<file path="src/rtl/pc_sequencer_if.sv">
// Instruction-fetch handshake between pc_sequencer (master) and instruction memory (slave).
interface pc_sequencer_if #(
    parameter int WIDTH = 16
) ();
    logic             fetch_req;
    logic             imem_ack;
    logic [WIDTH-1:0] imem_data;

    modport master (
        output fetch_req,
        input  imem_ack,
        input  imem_data
    );

    modport slave (
        input  fetch_req,
        output imem_ack,
        output imem_data
    );
endinterface

</file>
<file path="src/rtl/pc_sequencer.sv">
// Fetch/execute sequencer driving the PC inc/load/reset controls of the 16-bit CPU.
// Optional fetch watchdog compiled in with PCSEQ_TIMEOUT_EN; without it fault is tied low
// and FETCH waits for imem_ack indefinitely.
//
// state | meaning
// ------+----------------------------------------------------------
// IDLE  | after reset, waiting for start
// FETCH | fetch_req high, waiting for imem_ack; ir captured on ack
// EXEC  | one-cycle execute slot, exactly one of pc_inc/pc_load high
// HALT  | stopped at an instruction boundary (halt or watchdog)
module pc_sequencer #(
    parameter int WIDTH   = 16,
    parameter int TIMEOUT = 15
) (
    input  logic             clk,
    input  logic             reset,
    input  logic             start,
    input  logic             halt_req,
    pc_sequencer_if.master   bus,
    input  logic             zr,
    input  logic             ng,
    output logic             pc_inc,
    output logic             pc_load,
    output logic             pc_reset,
    output logic [WIDTH-1:0] ir,
    output logic             exec,
    output logic [1:0]       state,
    output logic [WIDTH-1:0] retired,
    output logic             fault
);

    typedef enum logic [1:0] {
        IDLE  = 2'd0,
        FETCH = 2'd1,
        EXEC  = 2'd2,
        HALT  = 2'd3
    } state_t;

    state_t state_q;
    logic   halt_latch;
    logic   jump;

`ifdef PCSEQ_TIMEOUT_EN
    localparam logic [7:0] TIMEOUT_CNT = 8'(TIMEOUT);
    logic [7:0] wd_cnt;
`else
    logic unused_cfg;
    assign unused_cfg = ^TIMEOUT;
    assign fault      = 1'b0;
`endif

    // Jump decision from the C-instruction jump bits and the ALU flags.
    always_comb begin
        jump = 1'b0;
        if (ir[15]) begin
            jump = (ir[2] & ng) | (ir[1] & zr) | (ir[0] & ~ng & ~zr);
        end
    end

    assign bus.fetch_req = (state_q == FETCH);
    assign exec          = (state_q == EXEC);
    assign pc_load       = exec & jump;
    assign pc_inc        = exec & ~jump;
    assign state         = state_q;

    // Sequencer state, instruction register, halt latch, retired count and watchdog.
    always_ff @(posedge clk) begin
        if (!reset) begin
            state_q    <= IDLE;
            ir         <= '0;
            retired    <= '0;
            halt_latch <= 1'b0;
            pc_reset   <= 1'b1;
`ifdef PCSEQ_TIMEOUT_EN
            fault      <= 1'b0;
            wd_cnt     <= '0;
`endif
        end else begin
            pc_reset <= 1'b0;
            // Retired is written every cycle (adding zero outside EXEC).
            retired  <= retired + {{(WIDTH-1){1'b0}}, exec};
            if (halt_req) begin
                halt_latch <= 1'b1;
            end
`ifdef PCSEQ_TIMEOUT_EN
            if (state_q != FETCH) begin
                wd_cnt <= '0;
            end
`endif
            case (state_q)
                IDLE: begin
                    if (start) begin
                        state_q <= FETCH;
                    end
                end
                FETCH: begin
                    if (bus.imem_ack) begin
                        ir      <= bus.imem_data;
                        state_q <= EXEC;
                    end
`ifdef PCSEQ_TIMEOUT_EN
                    else if (wd_cnt == TIMEOUT_CNT - 8'd1) begin
                        // Entering HALT clears the halt latch even when the watchdog is the cause.
                        fault      <= 1'b1;
                        state_q    <= HALT;
                        halt_latch <= 1'b0;
                    end else begin
                        wd_cnt <= wd_cnt + 8'd1;
                    end
`endif
                end
                EXEC: begin
                    if (halt_latch) begin
                        state_q    <= HALT;
                        halt_latch <= 1'b0;
                    end else begin
                        state_q <= FETCH;
                    end
                end
                HALT: begin
                    if (start) begin
                        state_q <= FETCH;
                    end
                end
            endcase
        end
    end

endmodule

</file>
<file path="src/flat_wrapper.sv">
// flat-port wrapper written by rule: the top's interface ports become plain ports
module pc_sequencer_flat 
#(
    parameter int WIDTH   = 16,
    parameter int TIMEOUT = 15
)
  (clk, reset, start, halt_req, zr, ng, pc_inc, pc_load, pc_reset, ir, exec, state, retired, fault, bus_fetch_req, bus_imem_ack, bus_imem_data);
  pc_sequencer_if #(.WIDTH(WIDTH)) bus_i ();
  input  logic clk;
  input  logic reset;
  input  logic start;
  input  logic halt_req;
  input  logic zr;
  input  logic ng;
  output logic pc_inc;
  output logic pc_load;
  output logic pc_reset;
  output logic [WIDTH-1:0] ir;
  output logic exec;
  output logic [1:0] state;
  output logic [WIDTH-1:0] retired;
  output logic fault;
  output wire logic [$bits(bus_i.fetch_req)-1:0] bus_fetch_req;
  input wire logic [$bits(bus_i.imem_ack)-1:0] bus_imem_ack;
  input wire logic [$bits(bus_i.imem_data)-1:0] bus_imem_data;
  assign bus_fetch_req = bus_i.fetch_req;
  assign bus_i.imem_ack = bus_imem_ack;
  assign bus_i.imem_data = bus_imem_data;
  pc_sequencer #(.WIDTH(WIDTH), .TIMEOUT(TIMEOUT)) u_core (.clk(clk), .reset(reset), .start(start), .halt_req(halt_req), .bus(bus_i), .zr(zr), .ng(ng), .pc_inc(pc_inc), .pc_load(pc_load), .pc_reset(pc_reset), .ir(ir), .exec(exec), .state(state), .retired(retired), .fault(fault));
endmodule
</file>
<file path="config.mk">
export PLATFORM = sky130hd
export DESIGN_NAME = pc_sequencer_flat
export DESIGN_NICKNAME = d
export VERILOG_FILES = /design/src/rtl/pc_sequencer_if.sv /design/src/rtl/pc_sequencer.sv /design/src/flat_wrapper.sv
export SDC_FILE = /design/constraint.sdc
export NUM_CORES = 1
export LEC_CHECK = 0
export CORE_ASPECT_RATIO = 2
export CORE_MARGIN = 5
export CORE_UTILIZATION = 38
export DETAILED_ROUTE_END_ITERATION = 8
export PLACE_DENSITY = 0.75
export SLEW_MARGIN = 20
export SYNTH_ARGS = -nofsm -noshare
export SYNTH_HDL_FRONTEND = slang
export SYNTH_SLANG_ARGS = --single-unit
</file>
<file path="constraint.sdc">
create_clock -name clk -period 1.5 [get_ports clk]
set_input_delay 0.225 -clock clk [delete_from_list [all_inputs] [get_ports clk]]
set_output_delay 0.225 -clock clk [all_outputs]
set_load 0.005 [all_outputs]
</file>
==> qor.csv <==
metric;value;unit
grt_pass1_vias;1517;
die_w;54.91;µm
synth_edf_count;0;
p_seq_share;41.3;%
p_switching;0.8062;mW
post-dp-hpwl;3.124;mm
numCtsBuffers;5;
endpoint_kind;output port;
holdPathEnd;u_core.ir[10];
crit_type;register to output port;
cts_tree;built;
synthFlopType;dfxtp_1;
async_flop_share;0;%
area_delta_synth_final;69.31;%
clk_pin_slew;0.07;ns
viasPerCell;4.784;
multi_input_area;879.6;µm²
synth-warning-count;0;
power.total;2.761;mW
hold_viol;0;
grt_max_degree;17;
register_area;748.2;µm²
outcome;finished clean;
cp.required;1.27;ns
syn_nets;209;
min_path_cells;2;
routabilityCongestion;0.7637;
layout_commonest_cell;clkdlybuf4s50_1;
fin_nets;291;
layout_min_cycle_time;1.496;ns
path_buf_inv;2;
postRouteAntennaNets;0;
drc;0;
setup_viol;0;
initial_core_util;39.47;%
cp_cell_sequence;a22o_1 > o21ai_2 > buf_4 > nor2_2 > buf_2;
synthesis.area;1533;µm²
p_int;1.955;mW
syn_area_per_cell;8.468;µm²
finalClockSkew;0.006497;ns
dpl-instance-area;2355;µm²
synthCells;181;
drtPass1Iterations;4;
swShare;29.20;%
p_leak;1.020;nW
ios;63;
hold_buffers;0;
reg2regPathDepth;8;
fmax;668.2;MHz
drt_iter0_markers;7;
final_max_slew_viol_count;0;
rows;32;
critPathArrivalTime;1.27;ns
num_vias;1507;
ys_seq_elements;36;
min-delay-start;u_core.ir[10];
fin_util;66.82;%
peakVddDrop;0.8450;mV
final_cell_mix;53 x clkdlybuf4s50_1, 37 x nand2_1, 22 x dfxtp_1;
fin_crit_sh;99.76;%
cp_max_fo;2;
p_per_area;1064;nW/µm²
antenna_found_initial;0;
reg2reg_setup_slack;0.06;ns
grt_pass1_wl;6.644;mm
cts.sink_count;36;
fin_cells;315;
dieHeight;99.82;µm
slowest_stage;dfxtp_2;
placed_cells;303;
p_comb_share;32.7;%
cpLargestDelayFamily;compound AO/OA/AOI/OAI gates;
hold_class;register to register;
start_kind;register;
cts_buffer_depth;2;
diodes;0;
r2r-end;u_core.retired[9];
core;3884;µm²
ys_seq_area_share;47.02;%
port_buffers;61;
wire_per_inst;13.41;µm
drt_wl_total;4.224;mm
grtUsageTotal;16.15;%
clk_latency;0.28;ns
cts_root_buf;clkbuf_8;
stdcell_area;2595;µm²
die-area;5481;µm²
grt_setup_unrepaired;true;
drive_above_1_share;25.76;%
htreeDepth;2;
cpPeakStageDelay;0.33;ns
n_fill_cell;330;
crit-reg2reg-launch;u_core.state[0];
maxCapViolations;0;
synth_cell_types;30;
gr-total-overflow;0;
clockPowerShare;26.0;%
## sequential cells by signal (all words and copies together), names as in the netlist
register           count
u_core.ir             16
u_core.pc_reset        1
u_core.retired        16
u_core.halt_latch      1
u_core.state           2
## final cells by class
class / count / share of cell area (%)
well taps: 51 / 2.459
clock inverters: 1 / 0.2893
multi-input cells: 129 / 33.90
repair buffers: 82 / 29.70
inverters: 9 / 1.495
clock buffers: 7 / 3.327
flip-flops and latches: 36 / 28.83
## power by group through the flow
stage                     registers [mW]  logic (mW)  clock network [mW]
after detailed placement            1.13       0.807                   0
after floorplan                     1.14       0.310                   0
after global placement              1.12       0.794                   0
after global routing                1.16        1.00               0.783
after CTS                           1.12       0.823               0.740
final                               1.14       0.902               0.718
## worst max path at each step
| stage | slack (ns) | start | depth (start not counted) | to |
|---|---|---|---|---|
| finish | 0.004 | u_core.ir[2] | 5 | pc_load |
| global route | -0.05 | u_core.ir[2] | 5 | pc_load |
| CTS | 0.006 | u_core.retired[6] | 1 | retired[6] |
| detailed placement | -0.50 | ng | 5 | pc_inc |
| global placement | -0.48 | ng | 5 | pc_inc |
| floorplan | 0.01 | u_core.state[0] | 9 | u_core.retired[14] |
## per-layer routing
layer	part of all wire, %	global-route usage [%]
met4	1.1	4.494
met5	0	0
met3	7.1	5.349
met1	35	15.82
met2	57	30.11
## synth_stat cells, types with 2 or more instances
cell	count	area share [%]
inv_1	9	2.2
nor2_1	18	4.4
mux2i_1	3	2.0
nand4_1	3	1.2
nand2_1	38	9.3
xor2_1	3	1.7
clkbuf_1	4	0.98
nand2b_1	2	0.82
o21ai_0	3	0.98
and2_1	4	1.6
nor3_1	3	0.98
ha_1	5	4.1
xnor2_1	8	4.6
dfxtp_1	36	47
nor4_2	3	2.4
nand3_1	6	2.0
a21oi_1	20	6.5
## per-stage QoR
step,TNS [ns],hold WS (ns),setup WS (ns)
2_1_floorplan,0,0.3467,0.01161
3_3_place_gp,-0.8701,0.4424,-0.4799
3_5_place_dp,-0.8900,0.4499,-0.4979
4_1_cts,0,0.4608,0.006090
5_1_grt,-0.1511,0.4853,-0.05296
6_report,0,0.4591,0.003552
## worst min-delay path, delay by kind of cell (launching register included)
| family | cells | cell delay [ns] |
|---|---|---|
| DFF | 1 | 0.31 |
| and+or+nand+nor | 1 | 0.05 |
| AOI/OAI and AO/OA | 1 | 0.05 |
## repair_timing
action / 4_1_cts / 5_1_grt
endpoints found under the setup margin: 11 / 17
cloned: 0 / 0
pin swaps: 5 / 8
hold endpoints to repair: 0 / 0
setup buffers: 2 / 2
resized for setup: 28 / 28
## cells by family (layout without fill, tap and decap cells)
| logic type | Yosys count | in the layout | synth area share [%] |
|---|---|---|---|
| AO/OA/AOI/OAI | 25 | 25 | 8.572 |
| flip-flops | 36 | 36 | 47.02 |
| buffers and inverters | 16 | 99 | 4.326 |
| adder cells (fa/ha/maj) | 5 | 5 | 4.082 |
| other | 1 | 1 | 0.2447 |
| multiplexers | 3 | 3 | 1.959 |
| XOR/XNOR | 11 | 11 | 6.286 |
| AND/OR/NAND/NOR | 84 | 84 | 27.51 |
Power figures use the tool's default switching activity.
